$ cat config.mk
export PLATFORM = sky130hd
export DESIGN_NAME = mul_pipeline
export DESIGN_NICKNAME = d
export VERILOG_FILES = /design/src/rtl/riscv_pkg.sv /design/src/rtl/mul_stage_reg.sv /design/src/rtl/mul_pipeline.sv
export SDC_FILE = /design/constraint.sdc
export NUM_CORES = 2
export LEC_CHECK = 0
export CAP_MARGIN = 10
export CELL_PAD_IN_SITES_DETAIL_PLACEMENT = 1
export CELL_PAD_IN_SITES_GLOBAL_PLACEMENT = 1
export CORE_MARGIN = 2
export CORE_UTILIZATION = 40
export DETAILED_ROUTE_END_ITERATION = 8
export GPL_ROUTABILITY_DRIVEN = 0
export PLACE_DENSITY_LB_ADDON = 0.1
export SLEW_MARGIN = 20
export SYNTH_ARGS = -nofsm -noshare
export SYNTH_HDL_FRONTEND = slang
export SYNTH_SLANG_ARGS = --single-unit
$ cat constraint.sdc
create_clock -name clk -period 28.2 [get_ports clk]
set_clock_uncertainty 0.1 [all_clocks]
set_input_delay 4.23 -clock clk [delete_from_list [all_inputs] [get_ports clk]]
set_output_delay 4.23 -clock clk [all_outputs]
set_load 0.01 [all_outputs]
$ cat src/rtl/riscv_pkg.sv
// ----------------------------------------------------------------------------
// riscv_pkg
// Shared RV32 definitions for the execute-stage multiply unit.
//   OP_REG          : major opcode of register-register ALU/M-extension ops
//   F3_MUL..F3_MULHU: funct3 encodings of the four RV32M multiply flavours
//   MUL_ROB_W       : width of the ROB index carried in the tag
//   mul_tag_t       : bookkeeping that travels alongside each product
//   ext_rs1/ext_rs2 : 33-bit operand extension selected by funct3
//   is_high_word    : selects the upper product word for MULH/MULHSU/MULHU
// ----------------------------------------------------------------------------
package riscv_pkg;

   localparam logic [6:0] OP_REG    = 7'b0110011;

   localparam logic [2:0] F3_MUL    = 3'b000;
   localparam logic [2:0] F3_MULH   = 3'b001;
   localparam logic [2:0] F3_MULHSU = 3'b010;
   localparam logic [2:0] F3_MULHU  = 3'b011;

   localparam int MUL_ROB_W = 4;

   typedef struct packed {
      logic [4:0]           rd;
      logic                 write_enable;
      logic [MUL_ROB_W-1:0] rob_idx;
      logic [2:0]           exception_vector;
   } mul_tag_t;

   // rs1 is treated as signed for everything except MULHU. For MUL the
   // extension is irrelevant because only the low word is kept.
   function automatic logic [32:0] ext_rs1(input logic [2:0] funct3,
                                           input logic [31:0] value);
      return {(funct3 != F3_MULHU) & value[31], value};
   endfunction

   // rs2 is signed only for MUL and MULH.
   function automatic logic [32:0] ext_rs2(input logic [2:0] funct3,
                                           input logic [31:0] value);
      return {((funct3 == F3_MUL) | (funct3 == F3_MULH)) & value[31], value};
   endfunction

   function automatic logic is_high_word(input logic [2:0] funct3);
      return funct3 != F3_MUL;
   endfunction

endpackage

$ cat src/rtl/mul_stage_reg.sv
// ----------------------------------------------------------------------------
// mul_stage_reg
// One pipeline slot of the multiply unit: a valid bit, the instruction tag
// and a data payload of DATA_W bits.
//   clk, reset     : rising-edge clock, asynchronous active-high reset
//   stall          : hold the slot contents
//   flush          : clear the valid bit (wins over stall)
//   load_valid/tag/data : next contents from the previous slot
//   valid/tag/data : current slot contents
// ----------------------------------------------------------------------------
module mul_stage_reg
   import riscv_pkg::*;
#(
   parameter int DATA_W = 32
) (
   input  logic              clk,
   input  logic              reset,
   input  logic              stall,
   input  logic              flush,
   input  logic              load_valid,
   input  mul_tag_t          load_tag,
   input  logic [DATA_W-1:0] load_data,
   output logic              valid,
   output mul_tag_t          tag,
   output logic [DATA_W-1:0] data
);

   // Flush only needs to drop the valid bit; tag and data of an invalid
   // slot are never looked at downstream.
   always_ff @(posedge clk or posedge reset) begin
      if (reset) begin
         valid <= 1'b0;
         tag   <= '0;
         data  <= '0;
      end else if (flush) begin
         valid <= 1'b0;
      end else if (!stall) begin
         valid <= load_valid;
         tag   <= load_tag;
         data  <= load_data;
      end
   end

endmodule

$ cat src/rtl/mul_pipeline.sv
// ----------------------------------------------------------------------------
// mul_pipeline
// Fixed-latency RV32M multiply unit (MUL/MULH/MULHSU/MULHU). An operation
// sampled at edge k appears on the registered outputs after edge k+STAGES.
//   clk, reset            : rising-edge clock, async active-high reset
//   in_valid, in_funct3   : issue strobe and RV32M funct3 (divides ignored)
//   in_data_rs1/rs2       : operands
//   in_rd, in_write_enable, in_rob_idx, in_exception_vector : tag fields
//   in_d_cache_stall      : freeze every slot and the output register
//   in_flush              : drop everything in flight (beats stall/issue)
//   in_check_rd           : register queried by the hazard unit
//   out_valid, out_result, out_rd, out_write_enable, out_rob_idx,
//   out_exception_vector  : registered result slot
//   out_busy              : any slot (including output) holds an operation
//   out_rd_pending        : an in-flight writer targets in_check_rd
// ----------------------------------------------------------------------------
module mul_pipeline
   import riscv_pkg::*;
#(
   parameter int STAGES    = 5,
   parameter int ROB_IDX_W = MUL_ROB_W
) (
   input  logic                 clk,
   input  logic                 reset,
   input  logic                 in_valid,
   input  logic [2:0]           in_funct3,
   input  logic [31:0]          in_data_rs1,
   input  logic [31:0]          in_data_rs2,
   input  logic [4:0]           in_rd,
   input  logic                 in_write_enable,
   input  logic [ROB_IDX_W-1:0] in_rob_idx,
   input  logic [2:0]           in_exception_vector,
   input  logic                 in_d_cache_stall,
   input  logic                 in_flush,
   input  logic [4:0]           in_check_rd,
   output logic                 out_valid,
   output logic [31:0]          out_result,
   output logic [4:0]           out_rd,
   output logic                 out_write_enable,
   output logic [ROB_IDX_W-1:0] out_rob_idx,
   output logic [2:0]           out_exception_vector,
   output logic                 out_busy,
   output logic                 out_rd_pending
);

   // First slot payload: {high_word_select, rs1 extended, rs2 extended}.
   localparam int OP_W = 67;

   logic              accept;
   mul_tag_t          issue_tag;
   logic [OP_W-1:0]   issue_ops;

   logic [STAGES-1:0] stage_valid;
   mul_tag_t          stage_tag [STAGES];
   logic [OP_W-1:0]   op_data;
   logic [31:0]       res_chain [STAGES];

   logic [63:0]       product;
   logic              pending;

   // Divide encodings (funct3[2]=1) belong to another unit, so they enter
   // the first slot as a bubble.
   assign accept    = in_valid & ~in_funct3[2];
   assign issue_ops = {is_high_word(in_funct3),
                       ext_rs1(in_funct3, in_data_rs1),
                       ext_rs2(in_funct3, in_data_rs2)};

   always_comb begin
      issue_tag                  = '0;
      issue_tag.rd               = in_rd;
      issue_tag.write_enable     = in_write_enable;
      issue_tag.rob_idx          = in_rob_idx;
      issue_tag.exception_vector = in_exception_vector;
   end

   // Sign-extending both 33-bit operands to 64 bits and keeping the low 64
   // bits of an unsigned multiply gives the truncated two's-complement
   // product, so no signed multiplier is needed.
   assign product = {{31{op_data[65]}}, op_data[65:33]} *
                    {{31{op_data[32]}}, op_data[32:0]};
   assign res_chain[0] = op_data[66] ? product[63:32] : product[31:0];

   // Slot 0 holds the extended operands; the multiply sits between slot 0
   // and slot 1, and later slots only carry the selected 32-bit word.
   for (genvar i = 0; i < STAGES; i++) begin : g_stage
      if (i == 0) begin : g_ops
         mul_stage_reg #(.DATA_W(OP_W)) u_slot (
            .clk        (clk),
            .reset      (reset),
            .stall      (in_d_cache_stall),
            .flush      (in_flush),
            .load_valid (accept),
            .load_tag   (issue_tag),
            .load_data  (issue_ops),
            .valid      (stage_valid[0]),
            .tag        (stage_tag[0]),
            .data       (op_data)
         );
      end else begin : g_res
         mul_stage_reg #(.DATA_W(32)) u_slot (
            .clk        (clk),
            .reset      (reset),
            .stall      (in_d_cache_stall),
            .flush      (in_flush),
            .load_valid (stage_valid[i-1]),
            .load_tag   (stage_tag[i-1]),
            .load_data  (res_chain[i-1]),
            .valid      (stage_valid[i]),
            .tag        (stage_tag[i]),
            .data       (res_chain[i])
         );
      end
   end

   // Output slot adds the final edge of latency. Write enable is gated with
   // valid here so an empty slot never requests a register write.
   always_ff @(posedge clk or posedge reset) begin
      if (reset) begin
         out_valid            <= 1'b0;
         out_result           <= '0;
         out_rd               <= '0;
         out_write_enable     <= 1'b0;
         out_rob_idx          <= '0;
         out_exception_vector <= '0;
      end else if (in_flush) begin
         out_valid            <= 1'b0;
         out_write_enable     <= 1'b0;
      end else if (!in_d_cache_stall) begin
         out_valid            <= stage_valid[STAGES-1];
         out_result           <= res_chain[STAGES-1];
         out_rd               <= stage_tag[STAGES-1].rd;
         out_write_enable     <= stage_valid[STAGES-1] &
                                 stage_tag[STAGES-1].write_enable;
         out_rob_idx          <= stage_tag[STAGES-1].rob_idx;
         out_exception_vector <= stage_tag[STAGES-1].exception_vector;
      end
   end

   // Hazard lookup across every slot plus the output slot; x0 never
   // creates a dependency.
   always_comb begin
      pending = out_write_enable & (out_rd == in_check_rd);
      for (int i = 0; i < STAGES; i++) begin
         if (stage_valid[i] && stage_tag[i].write_enable &&
             (stage_tag[i].rd == in_check_rd)) begin
            pending = 1'b1;
         end
      end
   end

   assign out_rd_pending = pending & (in_check_rd != 5'd0);
   assign out_busy       = (|stage_valid) | out_valid;

endmodule

==> impl_metrics.ini <==
[status]
outcome = completed

[clock_network]
cts_buffers = 39
clockBufferDepth = 3
clk_latency_ns = 0.62
cts_hold_buf = 0
postCtsSetupBuffers = 0
cts-root-buf = clkbuf_16
postCtsResizedCells = 0
htreeDepth = 2
cts_tree = built
path_clk_slew_ns = 0.06
clock_sinks = 311

[floorplan]
ios = 138
start_util_pct = 40.3
die_w_um = 359
core_um2 = 125000
dieArea_um2 = 129000
rows = 130
die-height_um = 359

[setup_path]
crit_required_ns = 23.87
cp_cell_sequence = clkdlybuf4s50_1 -> inv_1 -> a222oi_1 -> nand4_1 -> nand4_1 -> a2bb2oi_1 -> clkdlybuf4s50_1
cp_max_fo = 7
cp_data_arrival_time_ns = 6.47
reg2reg_to = g_stage[1].g_res.u_slot.data[28]
end_kind = primary output
crit_family = buffers and inverters
timing.rr.start = g_stage[0].g_ops.u_slot.data[56]
reg2regPathDepth = 25
rrSetupSlack_ns = 19.27
slowest_stage = clkdlybuf4s50_1
critPathBufInv = 3
path_class = input pin to primary output
cpPeakStageDelay_ns = 0.68
worstSetupStartpointType = input pin

[timing]
hold_violations = 0
tightest_slew_ns = 1.17
maxSlewViolCount = 0
rsz0062_at_grt = false
slew_headroom_pct = 22.3
finalSetupTns_ns = 0
finalSetupViolations = 0
period_minus_slack_ns = 10.80
fin_crit_sh_pct = 38.3
timing.fmax_mhz = 92.6

[route]
met1_length_um = 65900
drt_first_iter_violations = 1914
ant_nets = 0
highest_layer = met4
first_pass_iters = 5
wl_met2_um = 71100
drt_wl_total_um = 147000
vias = 35755
wl_met3_um = 5390
wire_per_inst_um = 20.5
drc = 0
vias_per_cell = 5.00

[yosys]
synthesis.nets = 6957
syn_area_um2 = 50500
ys_ff_latch = 311
async_flop_share_pct = 100
synth_edf_count = 0
syn_inst = 5530
avgSynthCellArea_um2 = 9.13
synth.distinct_cells = 69
synth_ff_type = dfrtp_1
synth_seq_area_share_pct = 15.4
yosys_warnings = 0

[hold_path]
min_path_cells = 2
hp-start = g_stage[2].g_res.u_slot.data[2]
holdCritPathClass = register to register
hold-path-endpoint = g_stage[3].g_res.u_slot.data[2]

[cells_and_area]
syn2layout_area_growth_pct = 8.38
drive_above_1_share_pct = 3.13
finalNetCount = 6894
nFillCells = 14319

[placed_design]
port_buffers = 137
dp.final_hpwl_um = 112000

[global_route]
grt.total_usage_pct = 23.7
antenna_found_initial = 2
grt_pass1_wl_um = 238000
grt_max_degree = 220
grt_pass1_vias = 40889
grt-ovfl-total = 0

[job]
cap_violations = 0
-- cell usage in the layout (no fill, tap or decap), types with 7 or more instances in the layout --
| cell type | count |
|---|---|
| o21ai_1 | 20 |
| nor2b_1 | 37 |
| clkbuf_16 | 39 |
| xnor2_1 | 60 |
| a22oi_1 | 9 |
| mux2i_1 | 12 |
| a21oi_1 | 77 |
| nand4_1 | 22 |
| nand3_1 | 16 |
| a21o_1 | 18 |
| clkbuf_8 | 12 |
| nand2b_1 | 13 |
| nand2_1 | 1369 |
| nor2_1 | 54 |
| and3_1 | 8 |
| o211ai_1 | 13 |
| o21a_1 | 11 |
| clkdlybuf4s50_1 | 137 |
| a31oi_1 | 10 |
| o21ai_0 | 60 |
| xor2_1 | 31 |
| inv_1 | 1113 |
| fa_1 | 1125 |
| ha_1 | 212 |
| dfrtp_1 | 285 |
| buf_4 | 54 |
| dfrtp_2 | 26 |
| nor3_1 | 13 |
| a221oi_1 | 7 |
| and2_1 | 535 |
| a211oi_1 | 8 |
-- metrics by stage --
stage | hold slack [ns] | setup WS, ns | utilization, % | cell area (um2) | std cells
after floorplan | 0.338 | 15.27 | - | 50500 | 5530
after global placement | 0.351 | 17.43 | 42.5 | 53300 | 7076
after detailed placement | 0.355 | 17.39 | 42.5 | 53300 | 7076
after CTS | 0.348 | 17.40 | 43.6 | 54700 | 7148
after global routing | 0.369 | 17.24 | 43.6 | 54700 | 7148
final | 0.360 | 17.40 | 43.7 | 54700 | 7150
-- worst max-delay path by stage --
stage / startpoint / end / slack (ns) / cells past startpoint
floorplan: reset / g_stage[0].g_ops.u_slot.data[0] / 15.27 / 1
global placement: in_check_rd[0] / out_rd_pending / 17.43 / 7
detailed placement: in_check_rd[0] / out_rd_pending / 17.39 / 7
CTS: in_check_rd[0] / out_rd_pending / 17.40 / 7
global route: in_check_rd[0] / out_rd_pending / 17.24 / 7
finish: in_check_rd[0] / out_rd_pending / 17.40 / 7
-- cells by family after synthesis --
logic type,after synthesis,share of synthesized area [%]
compound gates,276,3.57
xor+xnor,91,1.58
fa+ha+maj,1337,49.8
buf+inv,1411,10.5
flops,311,15.4
mux,15,0.305
simple gates,2089,18.8
-- tightest hold or removal path: stages, from the launching register on --
cell and delay [ns]:
dfrtp_1 0.34, nand2_1 0.06, nand2_1 0.05
-- registers in the layout (all words and copies together) (netlist names) --
name	count
out_result	32
g_stage.g_res.u_slot.valid	4
g_stage.g_ops.u_slot.valid	1
out_exception_vector	3
out_rob_idx	4
out_write_enable	1
g_stage.g_ops.u_slot.data	67
out_valid	1
out_rd	5
g_stage.g_ops.u_slot.tag	13
g_stage.g_res.u_slot.data	128
g_stage.g_res.u_slot.tag	52
-- layer usage --
| metal | GRT usage [%] | vias up |
|---|---|---|
| li1 | - | 15884 |
| met2 | 39.9 | 634 |
| met4 | 6.54 | 0 |
| met3 | 2.72 | 206 |
| met5 | 0 | - |
| met1 | 32.4 | 19031 |
-- synthesized netlist by cell type, types with 4 or more instances --
cell type	instances	area share [%]
nand2_1	1369	10
fa_1	1125	45
inv_1	1114	8.3
and2_1	535	6.6
dfrtp_1	311	15
clkbuf_1	295	2.2
ha_1	212	5.3
a21oi_1	77	0.76
o21ai_0	60	0.59
xnor2_1	60	1.0
nor2_1	55	0.41
nor2b_1	37	0.46
xor2_1	31	0.54
nand4_1	22	0.27
o21ai_1	20	0.20
a21o_1	18	0.27
nand3_1	16	0.16
nand2b_1	13	0.16
nor3_1	13	0.13
o211ai_1	13	0.19
mux2i_1	12	0.24
o21a_1	11	0.16
a31oi_1	10	0.12
a22oi_1	9	0.13
a211oi_1	8	0.12
and3_1	8	0.099
a221oi_1	7	0.12
o21bai_1	6	0.089
and4_1	5	0.087
a222oi_1	4	0.079
nor4_1	4	0.050
-- area by class of cell --
class                      instances  area, um2  share of cell area [%]
antenna                            2       5.00                 0.00914
clock buffer                      55       1160                    2.11
clock inverter                    17        256                   0.469
inverter                        1114       4190                    7.65
multi-input combinational       3808      37400                    68.4
sequential                       311       7820                    14.3
tap                             1650       2060                    3.77
timing repair buffer             193       1820                    3.32
Power is not shown: default switching activity piles up to over one toggle a cycle in this logic, so the estimate is an artifact.
